===== src/rtl/uart_pkg.sv =====
// rtl/uart_pkg.sv - shared FSM encoding and sizing constants for the UART receiver
package uart_pkg;

  localparam int UART_DATA_BITS = 8;
  localparam int UART_CNT_W     = 16;

  typedef enum logic [2:0] {
    ST_IDLE      = 3'd0,
    ST_START     = 3'd1,
    ST_DATA      = 3'd2,
    ST_STOP      = 3'd3,
    ST_WAIT_HIGH = 3'd4
  } uart_rx_state_t;

endpackage


===== src/rtl/uart_rx_sync.sv =====
// rtl/uart_rx_sync.sv - two-flop synchronizer for the asynchronous rx pin, idles high
module uart_rx_sync (
  input  logic clk,
  input  logic rst,
  input  logic d,
  output logic q
);

  logic meta;

  always_ff @(posedge clk or posedge rst) begin
    if (rst) begin
      meta <= 1'b1;
      q    <= 1'b1;
    end else begin
      meta <= d;
      q    <= meta;
    end
  end

endmodule


===== src/rtl/uart_receiver.sv =====
// rtl/uart_receiver.sv - 8N1 UART receiver with holding register and valid/read handshake
// Optional UART_RX_SYNC_EN inserts a two-flop synchronizer on rx.
module uart_receiver
  import uart_pkg::*;
#(
  parameter int CLKS_PER_BIT = 1
) (
  input  logic                      clk,
  input  logic                      rst,
  input  logic                      rx,
  input  logic                      read_en,
  output logic [UART_DATA_BITS-1:0] data,
  output logic                      valid,
  output logic                      busy,
  output logic                      frame_err,
  output logic                      overrun
);

  localparam int H = (CLKS_PER_BIT - 1) / 2;
  localparam logic [UART_CNT_W-1:0] BIT_LAST  = UART_CNT_W'(CLKS_PER_BIT - 1);
  localparam logic [UART_CNT_W-1:0] HALF_LAST = (H > 0) ? UART_CNT_W'(H - 1) : '0;
  localparam logic [2:0]            IDX_LAST  = 3'(UART_DATA_BITS - 1);

  logic rx_s;

`ifdef UART_RX_SYNC_EN
  uart_rx_sync u_sync (
    .clk (clk),
    .rst (rst),
    .d   (rx),
    .q   (rx_s)
  );
`else
  assign rx_s = rx;
`endif

  uart_rx_state_t            state, state_n;
  logic [UART_CNT_W-1:0]     cnt, cnt_n;
  logic [2:0]                bit_idx, bit_idx_n;
  logic [UART_DATA_BITS-1:0] shreg, shreg_n;
  logic                      good_stop, bad_stop;

  always_ff @(posedge clk or posedge rst) begin
    if (rst) begin
      state   <= ST_IDLE;
      cnt     <= '0;
      bit_idx <= '0;
      shreg   <= '0;
    end else begin
      state   <= state_n;
      cnt     <= cnt_n;
      bit_idx <= bit_idx_n;
      shreg   <= shreg_n;
    end
  end

  // cnt counts cycles since the last sample point (or since start detection)
  always_comb begin
    state_n   = state;
    cnt_n     = cnt + 1'b1;
    bit_idx_n = bit_idx;
    shreg_n   = shreg;
    good_stop = 1'b0;
    bad_stop  = 1'b0;
    case (state)
      ST_IDLE: begin
        cnt_n = '0;
        if (!rx_s) begin
          bit_idx_n = '0;
          // with H=0 the start sample is this very cycle and has already passed
          state_n   = (H == 0) ? ST_DATA : ST_START;
        end
      end
      ST_START: begin
        if (cnt == HALF_LAST) begin
          cnt_n   = '0;
          state_n = rx_s ? ST_IDLE : ST_DATA;
        end
      end
      ST_DATA: begin
        if (cnt == BIT_LAST) begin
          cnt_n     = '0;
          shreg_n   = {rx_s, shreg[UART_DATA_BITS-1:1]};
          bit_idx_n = bit_idx + 1'b1;
          if (bit_idx == IDX_LAST) state_n = ST_STOP;
        end
      end
      ST_STOP: begin
        if (cnt == BIT_LAST) begin
          cnt_n     = '0;
          good_stop = rx_s;
          bad_stop  = !rx_s;
          state_n   = rx_s ? ST_IDLE : ST_WAIT_HIGH;
        end
      end
      ST_WAIT_HIGH: begin
        cnt_n = '0;
        if (rx_s) state_n = ST_IDLE;
      end
      default: state_n = ST_IDLE;
    endcase
  end

  always_ff @(posedge clk or posedge rst) begin
    if (rst) begin
      data      <= '0;
      valid     <= 1'b0;
      frame_err <= 1'b0;
      overrun   <= 1'b0;
    end else begin
      frame_err <= bad_stop;
      if (valid && read_en) begin
        valid   <= 1'b0;
        overrun <= 1'b0;
      end
      // a read in the stop-sample cycle frees the register for the new byte
      if (good_stop) begin
        if (valid && !read_en) begin
          overrun <= 1'b1;
        end else begin
          data  <= shreg;
          valid <= 1'b1;
        end
      end
    end
  end

  assign busy = (state != ST_IDLE);

endmodule


===== config.mk =====
export PLATFORM = sky130hd
export DESIGN_NAME = uart_receiver
export DESIGN_NICKNAME = d
export VERILOG_FILES = /design/src/rtl/uart_pkg.sv /design/src/rtl/uart_rx_sync.sv /design/src/rtl/uart_receiver.sv
export SDC_FILE = /design/constraint.sdc
export NUM_CORES = 1
export LEC_CHECK = 0
export ABC_CLOCK_PERIOD_IN_PS = 5370
export CORE_MARGIN = 2
export CORE_UTILIZATION = 32
export DETAILED_ROUTE_END_ITERATION = 12
export GPL_TIMING_DRIVEN = 0
export MAX_ROUTING_LAYER = met4
export SYNTH_ARGS = -nofsm -noshare
export SYNTH_HDL_FRONTEND = slang
export SYNTH_SLANG_ARGS = --single-unit

===== constraint.sdc =====
create_clock -name clk -period 5.37 [get_ports clk]
set_clock_uncertainty 0.05 [all_clocks]
set_input_delay 0.537 -clock clk [delete_from_list [all_inputs] [get_ports clk]]
set_output_delay 0.537 -clock clk [all_outputs]
set_load 0.01 [all_outputs]

==> metrics.txt <==
clock sinks=41; WL met3=151 um; Slew Limit Fails=0; post-synthesis simple-gate area fraction=20.8%; GP Congestion=0.798; Worst Path Required=4.78 ns; pin count of the biggest net entering global routing=42; worst-case reg-to-reg path depth=7; Cells after Synth=172; Worst EP arrival=1.88 ns; detailed-route via count=1316; die width=82.1 um; Hold/Removal Path Class=flip-flop to flip-flop; Yosys top cell area share=52.6%; Pleak=0.974 nW; hold buffers post-CTS=0; Starting DRT DRC Count=103; vias in the first global route=1290; switching part of the total=31.6%; Worst setup EP type=output pin; TritonCTS clock tree=done; multiplexer share of the synthesized area=10.0%; Hold Path Depth=2; synth unique cells=34; Post-synth EDFFs=0; CTS Buf Count=5; CTS clk-pin slew, worst paths=0.08 ns; WL met1=1660 um; clock root buffer master=clkbuf_8; clock share of power=23.8%; vias per cell=4.87; final setup margin=2.91 ns; Worst Setup Start Kind=flip-flop; Synth Area in XOR/XNOR=6.29%; Die H=82.1 um; fillers=578; syn_nets=180; Skew-Pair Late Insertion Delay=0.30 ns; top post-synthesis cells by area=dfrtp_1, mux2_4, mux2_2; max cap viols=0; max_slew headroom=43.7%; DR top layer=met4; cts repair resizes=0; Cell Rows=28; Total Wirelength=3470 um; Compound-Gate Fraction of Synth Area=4.69%; met2 routed WL=1640 um; asr flop ratio synth=100%; DRT Pass-1 Iters=4; Final min period=2.46 ns; leading cell type by number of instances after synthesis=dfrtp_1; critical path type=flip-flop to output pin; post-route ant nets=0; Ys Warns=0; post-CTS setup buffers=0; Comb power frac=39.3%; WL/cell=12.9 um; IO Pins=16; Synth area leader=dfrtp_1; area delta synth->final=19.6%; FF+latch count, synth=41; pre-CTS setup slack=3.05 ns; Hold Vio Cnt, Final=0; share of cells above drive strength 1=17.4%; adder-cell share of the synthesized area=2.57%; clk buf depth=2; initial antenna violation count=0; Switching Power=396 uW; Total Power=1.25 mW; Least-Margin Pin Slew=0.843 ns; PortBufs=15; Int Power=857 uW; RSZ-0062 raised after global routing=no; Pwr Density=538 nW/um^2; fin crit share=45.9%; outcome=finished clean; GRT overflow=0; Seq/Total Area, Yosys=52.6%; Syn Area/Cell=11.3 um^2; Starting Density=32.9%; final setup fails=0; largest family of logic cells by synthesized area=simple AND/OR/NAND/NOR gates; die area=6730 um^2; Post-Syn Area=1950 um^2; Synth top cells by count=dfrtp_1, nor2_1, nand2_1; All-Layer GR Usage=11.9%; diodes inserted=0; hpwl dp=2400 um; first-pass GRT wire length=5920 um; Setup TNS=0 ns; f_max=406 MHz; DRC viols=0; Flop pwr share=36.9%; Clock H-tree levels=2; Primary FF master, synth=dfrtp_1; Peak supply drop=0.240 mV; CP max FO=10; area of the core=5920 um^2; NumNets Final=202
[state kept, by name, indices dropped and copies added, names as in the netlist]
name	cells
bit_idx	3
cnt	16
data	8
frame_err	1
overrun	1
shreg	8
state	3
valid	1
[layout make-up]
cell class	count	area, um^2	area share [%]
flip-flops and latches	41	1030	44.0
multi-input cells	117	865	37.1
repair buffers	15	150	6.44
well taps	75	93.8	4.03
clock buffers	5	68.8	2.95
clock inverters	3	68.8	2.95
inverters	9	33.8	1.45
plain buffers	5	25.0	1.07
[kinds of logic after synthesis]
family / Yosys count
fa+ha+maj: 4
xor+xnor: 14
buf+inv: 14
compound gates: 14
mux: 15
flops: 41
simple gates: 70
[power by group through the flow]
stage | sequential (mW) | clock (mW) | combinational (mW)
6_report | 0.463 | 0.299 | 0.492
3_5_place_dp | 0.470 | 0 | 0.497
2_1_floorplan | 0.468 | 0 | 0.345
4_1_cts | 0.464 | 0.307 | 0.499
5_1_grt | 0.476 | 0.320 | 0.544
3_3_place_gp | 0.466 | 0 | 0.487
[layer usage]
metal	vias up	GRT usage, %
met4	0	4.00
li1	636	-
met5	-	-
met3	3	3.41
met1	651	14.8
met2	26	18.7
[through the flow]
stage	area, um^2	hold slack, ns	utilization [%]	cells
final	2330	0.450	39.4	270
after global placement	2190	0.419	37.0	262
after detailed placement	2190	0.438	37.0	262
after global routing	2330	0.491	39.4	270
after CTS	2330	0.457	39.4	270
after floorplan	1950	0.415	-	172
[layout by cell type, fill, tap and decap left out, drive strengths merged]
| master | synthesis | final |
|---|---|---|
| a21oi | 2 | 2 |
| a221oi | 1 | 1 |
| and3 | 1 | 1 |
| and4 | 1 | 1 |
| buf | 4 | 4 |
| bufinv | 0 | 2 |
| clkbuf | 1 | 6 |
| clkdlybuf4s50 | 0 | 15 |
| dfrtp | 41 | 41 |
| ha | 4 | 4 |
| inv | 9 | 10 |
| mux2 | 15 | 15 |
| nand2 | 14 | 14 |
| nand2b | 1 | 1 |
| nand3 | 9 | 9 |
| nand4 | 7 | 7 |
| nor2 | 21 | 21 |
| nor3 | 6 | 6 |
| nor4 | 6 | 6 |
| nor4b | 1 | 1 |
| o211ai | 2 | 2 |
| o21ai | 6 | 6 |
| o221ai | 1 | 1 |
| o22ai | 2 | 2 |
| or2 | 1 | 1 |
| or3 | 2 | 2 |
| xnor2 | 10 | 10 |
| xor2 | 4 | 4 |
[worst paths after layout]
path                                            from                      to  slack [ns]
worst min-delay path               overrun$_DFF_PP0_       overrun$_DFF_PP0_        0.45
min in group asynchronous                        rst     data[4]$_DFFE_PP0P_        0.67
max in group asynchronous                        rst  bit_idx[2]$_DFFE_PP0P_        4.07
worst max-delay path            state[1]$_DFFE_PP0P_                    busy        2.91
worst min register to register     overrun$_DFF_PP0_       overrun$_DFF_PP0_        0.45
worst max register to register      cnt[0]$_DFF_PP0_       cnt[13]$_DFF_PP0_        3.27
[worst max-delay path: stages, from the launching register on]
cell and delay [ns]:
dfrtp_1 0.40, buf_1 0.37, inv_1 0.15, nand2_1 0.12, clkdlybuf4s50_1 0.55
Power figures use the tool's default switching activity.
